**src/rtl/xs3_pkg.sv**
```systemverilog
// Shared constants and state encoding for the Excess-3 to ASCII
// transmit path.
package xs3_pkg;

  localparam logic [3:0] XS3_OFFSET = 4'd3;
  localparam logic [7:0] ASCII_ZERO = 8'h30;
  localparam logic [7:0] ASCII_ONE  = 8'h31;
  localparam logic [7:0] ASCII_ERR  = 8'h3F;

  typedef enum logic [1:0] {
    IDLE,
    CARRY,
    DIGIT,
    TERM
  } state_t;

endpackage

```
**src/rtl/xs3_digit_to_ascii.sv**
```systemverilog
// One Excess-3 code to its ASCII digit, or '?' with an invalid
// flag for codes outside 3..12.
module xs3_digit_to_ascii
  import xs3_pkg::*;
(
  input  logic [3:0] code,
  output logic [7:0] ascii,
  output logic       invalid
);

  logic [3:0] dec;

  assign invalid = (code < XS3_OFFSET) || (code > 4'd12);
  assign dec     = code - XS3_OFFSET;
  assign ascii   = invalid ? ASCII_ERR
                           : ({4'h0, dec} + ASCII_ZERO);

endmodule

```
**src/rtl/xs3_ascii_tx.sv**
```systemverilog
// Streams an Excess-3 result word as ASCII, most significant digit
// first, followed by a terminator byte.
module xs3_ascii_tx
  import xs3_pkg::*;
#(
  parameter int         NDIG        = 4,
  parameter logic [7:0] TERM_CHAR   = 8'h0D,
  parameter bit         SUPPRESS_LZ = 1'b1
) (
  input  logic            clk,
  input  logic            rst_n,
  input  logic            load_valid,
  output logic            load_ready,
  input  logic [4*NDIG-1:0] xs3_in,
  input  logic            carry_in,
  output logic [7:0]      tx_data,
  output logic            tx_valid,
  input  logic            tx_ready,
  output logic            busy,
  output logic            err
);

  localparam int IW = (NDIG > 1) ? $clog2(NDIG) : 1;
  localparam logic [IW-1:0] TOP = IW'(NDIG - 1);

  state_t            state;
  logic [4*NDIG-1:0] word;
  logic [IW-1:0]     idx;
  logic [IW-1:0]     sel;
  logic [3:0]        code;
  logic [7:0]        ascii;
  logic              bad;
  logic              skip;

  assign load_ready = (state == IDLE);

  // sel is the digit that will be presented on the next edge
  always_comb begin
    sel = TOP;
    if (state == DIGIT) begin
      if (!tx_valid)
        sel = idx;
      else if (idx != '0)
        sel = idx - IW'(1);
      else
        sel = '0;
    end
  end

  assign code = (state == IDLE) ? xs3_in[{sel, 2'b00} +: 4]
                                : word[{sel, 2'b00} +: 4];

  // only consulted before any character of the word is out
  assign skip = SUPPRESS_LZ && (code == XS3_OFFSET) && (sel != '0);

  xs3_digit_to_ascii u_dec (
    .code    (code),
    .ascii   (ascii),
    .invalid (bad)
  );

  always_ff @(posedge clk) begin
    if (!rst_n) begin
      state    <= IDLE;
      word     <= '0;
      idx      <= '0;
      tx_data  <= 8'h00;
      tx_valid <= 1'b0;
      busy     <= 1'b0;
      err      <= 1'b0;
    end else begin
      unique case (state)
        IDLE: begin
          if (load_valid) begin
            word <= xs3_in;
            busy <= 1'b1;
            err  <= 1'b0;
            if (carry_in) begin
              state    <= CARRY;
              idx      <= TOP;
              tx_data  <= ASCII_ONE;
              tx_valid <= 1'b1;
            end else if (skip) begin
              state <= DIGIT;
              idx   <= sel - IW'(1);
            end else begin
              state    <= DIGIT;
              idx      <= sel;
              tx_data  <= ascii;
              tx_valid <= 1'b1;
              err      <= bad;
            end
          end
        end
        CARRY: begin
          if (tx_ready) begin
            state   <= DIGIT;
            idx     <= sel;
            tx_data <= ascii;
            err     <= err | bad;
          end
        end
        DIGIT: begin
          if (!tx_valid) begin
            if (skip) begin
              idx <= sel - IW'(1);
            end else begin
              idx      <= sel;
              tx_data  <= ascii;
              tx_valid <= 1'b1;
              err      <= err | bad;
            end
          end else if (tx_ready) begin
            if (idx == '0) begin
              state   <= TERM;
              tx_data <= TERM_CHAR;
            end else begin
              idx     <= sel;
              tx_data <= ascii;
              err     <= err | bad;
            end
          end
        end
        TERM: begin
          if (tx_ready) begin
            state    <= IDLE;
            tx_valid <= 1'b0;
            busy     <= 1'b0;
          end
        end
        default: state <= IDLE;
      endcase
    end
  end

endmodule

```
**config.mk**
```make
export PLATFORM = sky130hd
export DESIGN_NAME = xs3_ascii_tx
export DESIGN_NICKNAME = d
export VERILOG_FILES = /design/src/rtl/xs3_pkg.sv /design/src/rtl/xs3_digit_to_ascii.sv /design/src/rtl/xs3_ascii_tx.sv
export SDC_FILE = /design/constraint.sdc
export NUM_CORES = 1
export LEC_CHECK = 0
export CORE_MARGIN = 1.5
export CORE_UTILIZATION = 57
export CTS_BUF_LIST = sky130_fd_sc_hd__clkbuf_8 sky130_fd_sc_hd__clkbuf_16
export DETAILED_ROUTE_END_ITERATION = 8
export GPL_ROUTABILITY_DRIVEN = 1
export PLACE_DENSITY = 0.84
export SETUP_SLACK_MARGIN = 0.3
export SLEW_MARGIN = 0
export SYNTH_ARGS = -nofsm -noshare
export SYNTH_HDL_FRONTEND = slang
export SYNTH_SLANG_ARGS = --single-unit
```
**constraint.sdc**
```tcl
create_clock -name clk -period 9.2 [get_ports clk]
set_input_delay 1.84 -clock clk [delete_from_list [all_inputs] [get_ports clk]]
set_output_delay 1.84 -clock clk [all_outputs]
set_load 0.05 [all_outputs]
```
==> flow_summary.ini <==
[min_path]
worstHoldPathType = reg2reg

[sta]
clock_skew_ps = 5.604
setup_tns_ps = 0
final-max-slew-violation-count = 0
period_share_pct = 52.33
final.setup.worst_slack_ps = 4386
fin_crit_ps = 4814
maxSlewHeadroom_pct = 49.26
rsz0062_at_grt = false
finalSetupViolations = 0
hold_viol_final = 0
tightest_slew_ps = 760.3
clock.fmax_mhz = 207.7

[route]
drc = 0
routedWlPerCell_um = 14.00
drt_first_pass_iters = 4
ant_nets = 0
drt_wl_total_um = 4550
vias = 1902
viasPerCell = 5.852
drt_iter0_drc = 136

[final_layout]
final_cell_mix = 49 x nand2_1, 32 x clkdlybuf4s50_1, 31 x a21oi_1, 31 x dfxtp_1, 18 x nor2_1
fin_area_um2 = 2431
finalNetCount = 307
final_layout_size_suffix_gt1_share_pct = 8.244
synthToLayoutAreaGrowth_pct = 20.01
antenna_cells = 0
mostFrequentLayoutCell = nand2_1
stdcell_count = 325

[cts]
clock_latency_ps = 290
cts_made_buffers = 5
cts_resized = 0
holdBufCountCts = 0
cts-root-buf = clkbuf_8
clock-sinks = 31
cts.path.max_buffers = 2
cts_tree = built
cts_max_level = 2
clk_pin_slew_ps = 70
post_cts_buffers = 0

[synthesis]
syn_area_um2 = 2026
postSynthAreaPerCell_um2 = 8.038
synth_warnings = 0
syn_inst = 252
syn-num-nets = 280
async_reset_ff_share_pct = 0
ys.flop_type = dfxtp_1
synth-edff-count = 0
synth_cell_types = 51
synth_seq_area_share_pct = 30.64
ys_seq_elements = 31

[power_and_ir_drop]
power_uw = 887.8
power_density_nw_per_um2 = 365.2
ir_drop_mv = 0.2055
power.leakage_nw = 0.9571

[outcome]
status = complete, no violations

[placed_design]
gp_congestion = 0.9693
placed_area_um2 = 2344
dp_slack_ps = 4155
portBuffers = 32
dpl.cell_count = 318
dp_hpwl_um = 3241

[die]
dieArea_um2 = 3921
ios = 33
fp.coreArea_um2 = 3363
die_w_um = 62.62
die_h_um = 62.62
num_rows = 21
initial_utilization_pct = 60.23

[critical_path]
cpMaxStageDelayCell = nor4_1
crit_fanout = 6
startpoint_type = input pin
crit_chain = clkdlybuf4s50_1 > nand2b_1 > mux2i_1 > a2111oi_0 > a21oi_1 > mux2i_1 > ha_1 > nor4_1 > nor4_1 > a31oi_1 > a211oi_1 > a21oi_1
path_class = in2reg
critical_path.max_stage_delay_ps = 560
critPathArrivalTime_ps = 4980
cp_num_buf_inv = 1
path_delay_family = compound AO/OA/AOI/OAI gates
required_ps = 9370
endpoint_kind = register

[grt]
grt_pass1_vias = 1779
grt_usage_pct = 24.66
grt_max_degree = 25
antenna_found_initial = 0
grt_pass1_wl_um = 7762
grt.overflow.total = 0

[flow_run]
drv_cap = 0
[area by class of cell]
cell class,instances,area (um2)
sequential,31,620.6
clock buffer,6,82.58
fill,285,932.1
clock inverter,1,5.005
inverter,11,43.79
tap,46,57.56
multi-input combinational,198,1301
timing repair buffer,32,320.3
[final timing paths]
path	startpoint	to	slack (ps)	depth (start not counted)
worst min-delay path	word[5]	word[5]	450	2
worst min register to register	word[5]	word[5]	450	2
worst max-delay path	xs3_in[0]	tx_data[0]	4390	12
worst max register to register	state[0]	tx_data[0]	5170	13
[tightest hold or removal path, stage by stage, from the launching register on]
cell and delay [ps]:
dfxtp_1 310, nand2_1 50, a21oi_1 50
[power breakdown]
part | switching [mW] | total, mW | internal [mW]
clock network | 0.0519 | 0.110 | 0.0586
logic | 0.343 | 0.570 | 0.227
registers | 0.0351 | 0.208 | 0.173
total | 0.430 | 0.888 | 0.458
[Yosys cell counts (3+ instances only)]
cell type  count  share of area (%)
nor2_1        18                3.3
nand3_1        3               0.74
o21ai_0       12                3.0
mux4_2         6                6.7
o211ai_1       5                1.9
a21oi_1       31                7.7
dfxtp_1       31                 31
mux2i_1        6                3.0
inv_1         10                1.9
o21ai_1        3               0.74
nand2b_1       9                2.8
ha_1           7                4.3
nand2_1       49                9.1
and2_1         4                1.2
nor4_1         3               0.93
nor2b_1        3               0.93
clkbuf_1      10                1.9
[registers in the layout, summed over array words and instances, names as in the netlist]
signal and count:
busy 1, err 1, idx 2, state 2, tx_data 8, tx_valid 1
word 16
[layer usage]
layer / track usage (%) / part of all wire, % / vias up / wire length, um
met1: 29.79 / 45 / 864 / 2043
met3: 6.306 / 6.1 / 10 / 278
met2: 43.01 / 47 / 72 / 2155
met4: 7.500 / 1.6 / 0 / 71
met5: 0 / 0 / - / 0
li1: - / - / 956 / -
[per-stage QoR]
step | hold WS [ps] | util (%)
after global placement | 437.4 | 69.68
after floorplan | 431.2 | -
final | 454.0 | 72.28
after CTS | 454.6 | 72.28
after detailed placement | 444.3 | 69.68
after global routing | 475.5 | 72.28
[cell families after synthesis]
logic type	Yosys count	synth area share (%)
xor+xnor	1	0.4324
flops	31	30.64
mux	15	11.49
fa+ha+maj	7	4.323
simple gates	99	24.21
compound gates	76	23.78
buf+inv	23	5.127
Note: power is estimated with default switching activity, not from simulation.
